<file path="src/rtl/lza_pipe_ctrl.sv">
// Leading-zero anticipator controller: normalisation shift, sign and zero flag for |A - B|.
// Latency: 3 cycles from acceptance to out_valid; one operation per cycle sustained.
// Backpressure: one global advance (!out_valid || out_ready) freezes all stages; in_ready follows it.
module lza_pipe_ctrl #(
  parameter int DATA_WIDTH = 8,
  parameter int TAG_WIDTH  = 4,
  parameter int LZ_WIDTH   = $clog2(DATA_WIDTH + 1)
) (
  input  logic                  clk,
  input  logic                  rst,
  input  logic                  in_valid,
  output logic                  in_ready,
  input  logic [DATA_WIDTH-1:0] in_a,
  input  logic [DATA_WIDTH-1:0] in_b,
  input  logic [TAG_WIDTH-1:0]  in_tag,
  input  logic                  flush,
  output logic                  out_valid,
  input  logic                  out_ready,
  output logic [LZ_WIDTH-1:0]   out_lz,
  output logic                  out_sign,
  output logic                  out_zero,
  output logic [TAG_WIDTH-1:0]  out_tag,
  output logic                  busy
);

  // S1 payload: per-bit equal / greater / smaller classification of A against B.
  typedef struct packed {
    logic [DATA_WIDTH-1:0] e;
    logic [DATA_WIDTH-1:0] g;
    logic [DATA_WIDTH-1:0] s;
    logic [TAG_WIDTH-1:0]  tag;
  } s1_t;

  // S2 payload: the indicator string for the chosen sign plus its correction vector.
  typedef struct packed {
    logic [DATA_WIDTH-1:0] str;
    logic [DATA_WIDTH-1:0] corr;
    logic                  sign;
    logic                  zero;
    logic [TAG_WIDTH-1:0]  tag;
  } s2_t;

  // S3 payload: the result presented downstream.
  typedef struct packed {
    logic [LZ_WIDTH-1:0]  lz;
    logic                 sign;
    logic                 zero;
    logic [TAG_WIDTH-1:0] tag;
  } s3_t;

  logic s1_vld, s2_vld, s3_vld;
  logic adv, accept;
  s1_t  s1_q, s1_d;
  s2_t  s2_q, s2_d;
  s3_t  s3_q, s3_d;

  // lt[i] / gt[i]: the highest non-equal bit strictly below position i is an s / g digit.
  logic [DATA_WIDTH:0]   lt, gt;
  logic [DATA_WIDTH-1:0] pos_str, neg_str;
  logic [LZ_WIDTH-1:0]   pred_lz;
  logic                  corr_hit;

  // Handshake: all stages move together; nothing enters during flush or reset.
  always_comb begin
    adv      = !s3_vld || out_ready;
    in_ready = adv && !flush && !rst;
    accept   = in_valid && in_ready;
  end

  // S1 input decode into e/g/s digit classes.
  always_comb begin
    s1_d     = '0;
    s1_d.e   = ~(in_a ^ in_b);
    s1_d.g   = in_a & ~in_b;
    s1_d.s   = ~in_a & in_b;
    s1_d.tag = in_tag;
  end

  // S2 pre-encoding. For A > B the leading digit of A - B sits at the highest
  // non-equal bit whose lower neighbour is not an s (end of the g s* run);
  // the neg string is the mirror with g and s swapped. The true leading one is
  // at that position or one below it, and it is one below exactly when the
  // remainder underneath is negative, i.e. the first non-equal bit further down
  // is of the opposite class. lt/gt carry that fact for every position.
  always_comb begin
    lt      = '0;
    gt      = '0;
    pos_str = '0;
    neg_str = '0;
    s2_d    = '0;
    for (int i = 0; i < DATA_WIDTH; i++) begin
      lt[i+1] = s1_q.s[i] | (s1_q.e[i] & lt[i]);
      gt[i+1] = s1_q.g[i] | (s1_q.e[i] & gt[i]);
    end
    pos_str[0] = ~s1_q.e[0];
    neg_str[0] = ~s1_q.e[0];
    for (int i = 1; i < DATA_WIDTH; i++) begin
      pos_str[i] = ~s1_q.e[i] & ~s1_q.s[i-1];
      neg_str[i] = ~s1_q.e[i] & ~s1_q.g[i-1];
    end
    s2_d.sign = lt[DATA_WIDTH];
    s2_d.zero = &s1_q.e;
    s2_d.str  = s2_d.sign ? neg_str : pos_str;
    s2_d.corr = s2_d.sign ? gt[DATA_WIDTH-1:0] : lt[DATA_WIDTH-1:0];
    s2_d.tag  = s1_q.tag;
  end

  // S3 leading-digit detection on the selected string, then one-position correction.
  always_comb begin
    pred_lz  = LZ_WIDTH'(DATA_WIDTH);
    corr_hit = 1'b0;
    s3_d     = '0;
    for (int i = 0; i < DATA_WIDTH; i++) begin
      if (s2_q.str[i]) begin
        pred_lz  = LZ_WIDTH'(DATA_WIDTH - 1 - i);
        corr_hit = s2_q.corr[i];
      end
    end
    s3_d.lz   = pred_lz + LZ_WIDTH'(corr_hit);
    s3_d.sign = s2_q.sign;
    s3_d.zero = s2_q.zero;
    s3_d.tag  = s2_q.tag;
    if (s2_q.zero) begin
      s3_d.lz   = LZ_WIDTH'(DATA_WIDTH);
      s3_d.sign = 1'b0;
    end
  end

  // Stage valid bits: reset and flush empty the pipe, otherwise shift on advance.
  always_ff @(posedge clk) begin
    if (rst) begin
      s1_vld <= 1'b0;
      s2_vld <= 1'b0;
      s3_vld <= 1'b0;
    end else if (flush) begin
      s1_vld <= 1'b0;
      s2_vld <= 1'b0;
      s3_vld <= 1'b0;
    end else if (adv) begin
      s1_vld <= accept;
      s2_vld <= s1_vld;
      s3_vld <= s2_vld;
    end
  end

  // Stage payloads load only behind a valid source so the output holds its last result.
  always_ff @(posedge clk) begin
    if (rst) begin
      s1_q <= '0;
      s2_q <= '0;
      s3_q <= '0;
    end else if (adv && !flush) begin
      if (accept) s1_q <= s1_d;
      if (s1_vld) s2_q <= s2_d;
      if (s2_vld) s3_q <= s3_d;
    end
  end

  assign out_valid = s3_vld;
  assign out_lz    = s3_q.lz;
  assign out_sign  = s3_q.sign;
  assign out_zero  = s3_q.zero;
  assign out_tag   = s3_q.tag;
  assign busy      = s1_vld | s2_vld | s3_vld;

  // A stalled result must still be offered on the following cycle.
  a_stall_hold: assert property (@(posedge clk) disable iff (rst || flush)
    (out_valid && !out_ready) |=> out_valid);

endmodule

</file>
<file path="config.mk">
export PLATFORM = sky130hd
export DESIGN_NAME = lza_pipe_ctrl
export DESIGN_NICKNAME = d
export VERILOG_FILES = /design/src/rtl/lza_pipe_ctrl.sv
export SDC_FILE = /design/constraint.sdc
export NUM_CORES = 1
export LEC_CHECK = 0
export ABC_AREA = 1
export BUFFER_PORTS_ARGS = -buffer_cell sky130_fd_sc_hd__buf_4
export CAP_MARGIN = 40
export CORE_ASPECT_RATIO = 1.5
export CORE_MARGIN = 2
export CORE_UTILIZATION = 37
export DETAILED_ROUTE_END_ITERATION = 8
export GPL_TIMING_DRIVEN = 0
export HOLD_SLACK_MARGIN = 0.05
export SYNTH_ARGS = -nofsm -noshare
export SYNTH_HDL_FRONTEND = slang
export SYNTH_SLANG_ARGS = --single-unit
</file>
<file path="constraint.sdc">
create_clock -name clk -period 2.8 [get_ports clk]
set_input_delay 0.28 -clock clk [delete_from_list [all_inputs] [get_ports clk]]
set_output_delay 0.28 -clock clk [all_outputs]
set_load 0.005 [all_outputs]
</file>
## Yosys cells after proc, flatten, opt, wreduce, memory -nomap -nowiden

Cells that the tools add are included.
Widths: inputs -> output; s select.

- Add/sub/neg operators: 1
- Mux-type cells: 19
- Bitwise operators: 70
- Reductions and logical operators: 12

Operators with widths:

| kind | number |
|---|---|
| $mux 4 | 8 |
| $and 1x1->1 | 27 |
| $not 1->1 | 22 |
| $mux 8 | 2 |
| $not 8->8 | 2 |
| $or 1x1->1 | 15 |
| $and 8x8->8 | 1 |
| $mux 1 | 8 |
| $reduce_and 8->1 | 1 |
| $xor 8x8->8 | 1 |
| $and 7x7->7 | 1 |
| $not 7->7 | 1 |
| $reduce_and 2->1 | 3 |
| $mux 5 | 1 |
| $add 4x1->4 | 1 |
| $logic_and 1x1->1 | 3 |
| $logic_not 1->1 | 3 |
| $reduce_or 2->1 | 1 |
| $logic_or 1x1->1 | 1 |

- Bits in registers: 62
- Input port bits: 25
- Output and inout port bits: 13
- Word-level logic and storage cells: 118

## Longest topological paths before layout

- Depth in word-level cells: 15
- Depth in mapped cells: 17

## Worst setup path after synthesis

Ideal clock, no wire load.

- Kind: reg-to-reg
- Start point: reg s2_q[17] (netlist bit)
- End point: reg s3_q, in the netlist out_lz[1]
- Library setup time: 128 ps
- Arrival: 1533 ps
- Data required time: 2672 ps
- Setup slack: 1139 ps
- Stages on the path, launching flop included: 10
- Period minus slack after synthesis: 1661 ps
- Cell sequence: dfxtp_1 > nor2_1 > a32oi_1 > a22oi_1 > mux2i_1 > o221ai_1 > ha_1 > ha_1 > a22oi_1 > nor2_1

- Cells in the longest elaborated chain, start to end: 7
- Elaborated cells between the ends (all ways): 12
- Those cells by class: add/sub (1); mux (11)

Ends and longest elaborated chain:

| item | RTL line | source |
|---|---|---|
| start, declared | 54 | `s2_t s2_q, s2_d;` |
| start signal, assigned | 150 | `s2_q <= '0;` |
| start signal, assigned | 154 | `if (s1_vld) s2_q <= s2_d;` |
| $mux 4 or $mux 1 (tied branches) (5 in a row) | 114 | `if (s2_q.str[i]) begin` |
| $add 4x1->4 (*) | 119 | `s3_d.lz = pred_lz + LZ_WIDTH'(corr_hit);` |
| $mux 5 (*) | 123 | `if (s2_q.zero) begin` |
| end signal, assigned | 151 | `s3_q <= '0;` |
| end signal, assigned | 155 | `if (s2_vld) s3_q <= s3_d;` |
| end, declared | 55 | `s3_t s3_q, s3_d;` |

Every way passes the cells marked *; elsewhere a longest branch is shown, timed or not.
A chain may end at the register's enable or synchronous reset.

## Final worst setup path

- Start point: reg s1_q, in the netlist lt[1]
- End point: reg s2_q[9] (netlist bit)

- Cells in the longest elaborated chain, start to end: 15

Ends and longest elaborated chain:

| item | RTL line | source |
|---|---|---|
| start, declared | 53 | `s1_t s1_q, s1_d;` |
| start signal, assigned | 149 | `s1_q <= '0;` |
| start signal, assigned | 153 | `if (accept) s1_q <= s1_d;` |
| $and 1x1->1 (*) | 92 | `lt[i+1] = s1_q.s[i] \| (s1_q.e[i] & lt[i]);` |
| $or 1x1->1 (*) | 92 |  |
| $and 1x1->1 (*) | 92 |  |
| $or 1x1->1 (*) | 92 |  |
| $and 1x1->1 | 92 |  |
| $or 1x1->1 | 92 |  |
| $and 1x1->1 | 92 |  |
| $or 1x1->1 | 92 |  |
| $and 1x1->1 | 92 |  |
| $or 1x1->1 | 92 |  |
| $and 1x1->1 | 92 |  |
| $or 1x1->1 | 92 |  |
| $and 1x1->1 | 92 |  |
| $or 1x1->1 | 92 |  |
| $mux 8 (*) | 104 | `s2_d.corr = s2_d.sign ? gt[DATA_WIDTH-1:0] : lt[DATA_WIDTH-1:0];` |

Marked as above.

==> summary.md <==
| Metric | Value |
|---|---|
| Status | finished clean |
| Initial drt markers | 114 |
| Final setup skew | 6.609 ps |
| Wirelength per Cell | 12.84 um |
| Period minus WS final | 1926 ps |
| Mapped Cells | 398 |
| GP Congestion | 0.8677 |
| Initial Util | 37.90% |
| Clock Tree Buf Depth | 2 |
| Placed Cells | 536 |
| CTS resizes | 0 |
| Die width | 76.10 um |
| Post-Syn Area | 0.002885 mm^2 |
| Crit path top cell by count | nand2_1 |
| CTS Hold Bufs | 0 |
| Ports | 38 |
| Endpoint class of the critical path | register |
| MaxCap Viol Count | 0 |
| Data arrival, critical path | 2110 ps |
| CTS tree | done |
| Hold Crit Class | input pin to register |
| Proportion of power drawn by the clock network | 50.5% |
| Highest Clock Rate | 519.1 MHz |
| Setup TNS | 0 ps |
| CP max stage cell | dfxtp_1 |
| Max Slew Vio Count | 0 |
| TritonRoute pass-1 iters | 4 |
| Crit path max fanout | 10 |
| Register share of total power | 41.1% |
| Vias in the first global route | 2539 |
| PortBufs | 36 |
| CP delay by family, top | simple AND/OR/NAND/NOR gates |
| Switch share | 22.71% |
| Final setup margin | 873.6 ps |
| Post-synth net total | 440 |
| Worst setup SP type | register |
| DIE AREA | 0.008535 mm^2 |
| Worst path bufs/invs | 1 |
| Worst-path cell chain | nand2_1, nand2_1, nand2_1, nand2_1, nand2_1, nand2_1, nand2_1, nand2_1, nand2_1, nand2_2, nand2_2, nand2_4, buf_2, nand3_1, nand3_1, a21oi_1 |
| Post-Route WL | 7.087 mm |
| Crit path kind | register to register |
| First-pass GRT wire length | 11.90 mm |
| Switching Power | 0.0005076 W |
| Fin. Hold Viols | 0 |
| H-tree depth | 3 |
| Setup WS pre-CTS | 885.4 ps |
| Initial antenna violation count | 0 |
| Final period utilization | 68.80% |
| Post-Syn Area per Cell | 7.249 um^2 |
| Area Growth Syn to Fin | 24.59% |
| Main synth FF type | dfxtp_1 |
| Cell Int Power | 0.001727 W |
| Most frequent cells in the layout | nand2_1, dfxtp_1, inv_1 |
| EDFF count, synth | 0 |
| Final Non-Filler Cells | 552 |
| Worst vdd ir | 0.0004122 V |
| Static Leak | 1.588 nW |
| Detailed placement HPWL | 5.563 mm |
| Relative max-transition margin | 53.63% |
| Layout cells sized above 1 | 14.67% |
| Core Footprint | 0.007612 mm^2 |
| Setup bufs post-CTS | 0 |
| Sequential share of the synthesized area | 42.32% |
| Detail Route Antenna Nets | 0 |
| Clock transition at the registers of the reported paths | 50 ps |
| Cell variety after synth | 27 |
| Synthesized flop and latch total | 61 |
| Nets | 487 |
| GRT Total Usage | 17.88% |
| Die Ht | 112.2 um |
| Post-synth ARST share | 0% |
| Routed via count | 2657 |
| Largest net degree at the start of global routing | 11 |
| CTS Buf Count | 9 |
| Comb power frac | 8.4% |
| GR Overflow Total | 0 |
| Final setup vio count | 0 |
| Drc violations | 0 |
| Antenna Cells | 0 |
| Vias per cell | 4.813 |
| RSZ-0062 raised after global routing | false |
| Root Driver | clkbuf_16 |
| Cell Pwr Density | 621.8 mW/mm^2 |
| Worst-Margin Slew | 690.3 ps |
| Ys Warns | 0 |
| Worst Path Required | 2990 ps |
| Slowest stage delay, CP | 400 ps |
| CTS Sinks | 61 |
| Final core occ | 47.22% |
| Commonest non-fill, non-tap cell in the layout | nand2_1 |
| Worst-Skew Late Latency | 330 ps |
| Row cnt | 39 |
[cell families after synthesis]
group / synth area share [%]
adder cells (fa/ha/maj): 7.372
XOR/XNOR: 0.3036
flip-flops: 42.32
multiplexers: 0.3469
AO/OA/AOI/OAI: 17.13
AND/OR/NAND/NOR: 22.42
buffers and inverters: 10.10
[metrics by stage]
step | total power [W] | hold WS (ps) | instance area [um^2]
global placement | 0.001121 | 453.8 | 3283
CTS | 0.002251 | 228.4 | 3595
global route | 0.002329 | 240.3 | 3595
floorplan | 0.001048 | 405.7 | 2885
detailed placement | 0.001125 | 448.4 | 3283
finish | 0.002235 | 231.5 | 3595
[cells in the mapped netlist (2+ instances only)]
cell type  instances  share of area [%]
nand2_1           64                8.3
dfxtp_1           61                 42
inv_1             54                7.0
a21oi_1           49                8.5
nor2_1            39                5.1
nand3_1           36                6.2
o21ai_0           35                6.1
ha_1              17                7.4
clkbuf_1          12                1.6
buf_2              5               0.87
a22oi_1            4                1.0
nand2_2            3               0.65
a31oi_1            2               0.43
nand2_4            2               0.78
nor3_1             2               0.35
nor4_1             2               0.43
[final timing paths]
check             startpoint        to  slack [ps]  depth (start not counted)
setup / recovery       lt[1]   s2_q[9]         870                         16
hold / removal     in_tag[2]   s1_q[2]         230                          3
setup reg to reg       lt[1]   s2_q[9]         870                         16
hold reg to reg     s1_q[20]  s2_q[14]         460                          1
[per-layer routing]
| layer | wire, um | global-route usage (%) |
|---|---|---|
| met5 | 0 | 0 |
| met4 | 261 | 10.91 |
| met3 | 186 | 3.939 |
| met2 | 3752 | 32.32 |
| met1 | 2887 | 18.83 |
[worst min-delay path, stage by stage]
cell	delay, ps
buf_4	110
nand3_1	70
a21oi_1	60
[cell type report]
class | count | area [um^2]
multi-input cells | 263 | 1373
clock buffers | 12 | 266.5
repair buffers | 36 | 270.3
inverters | 55 | 206.4
well taps | 102 | 127.6
flip-flops and latches | 61 | 1221
clock inverters | 4 | 45.04
fillers | 821 | 4018
plain buffers | 19 | 85.08
[power groups by stage]
stage | clock network [W] | logic, W | registers (W)
after floorplan | 0 | 0.000118 | 0.000929
after global placement | 0 | 0.000187 | 0.000934
after detailed placement | 0 | 0.000190 | 0.000935
after CTS | 0.00114 | 0.000190 | 0.000918
after global routing | 0.00119 | 0.000217 | 0.000920
final | 0.00113 | 0.000188 | 0.000918
[sequential cells by signal, indices dropped and copies added, names as in the netlist]
| register | cells |
|---|---|
| out_valid | 1 |
| out_zero | 1 |
| out_lz | 4 |
| gt | 1 |
| s1_vld | 1 |
| s1_q | 25 |
| lt | 1 |
| out_tag | 4 |
| s2_vld | 1 |
| s2_q | 21 |
| out_sign | 1 |
Power figures use the tool's default switching activity.
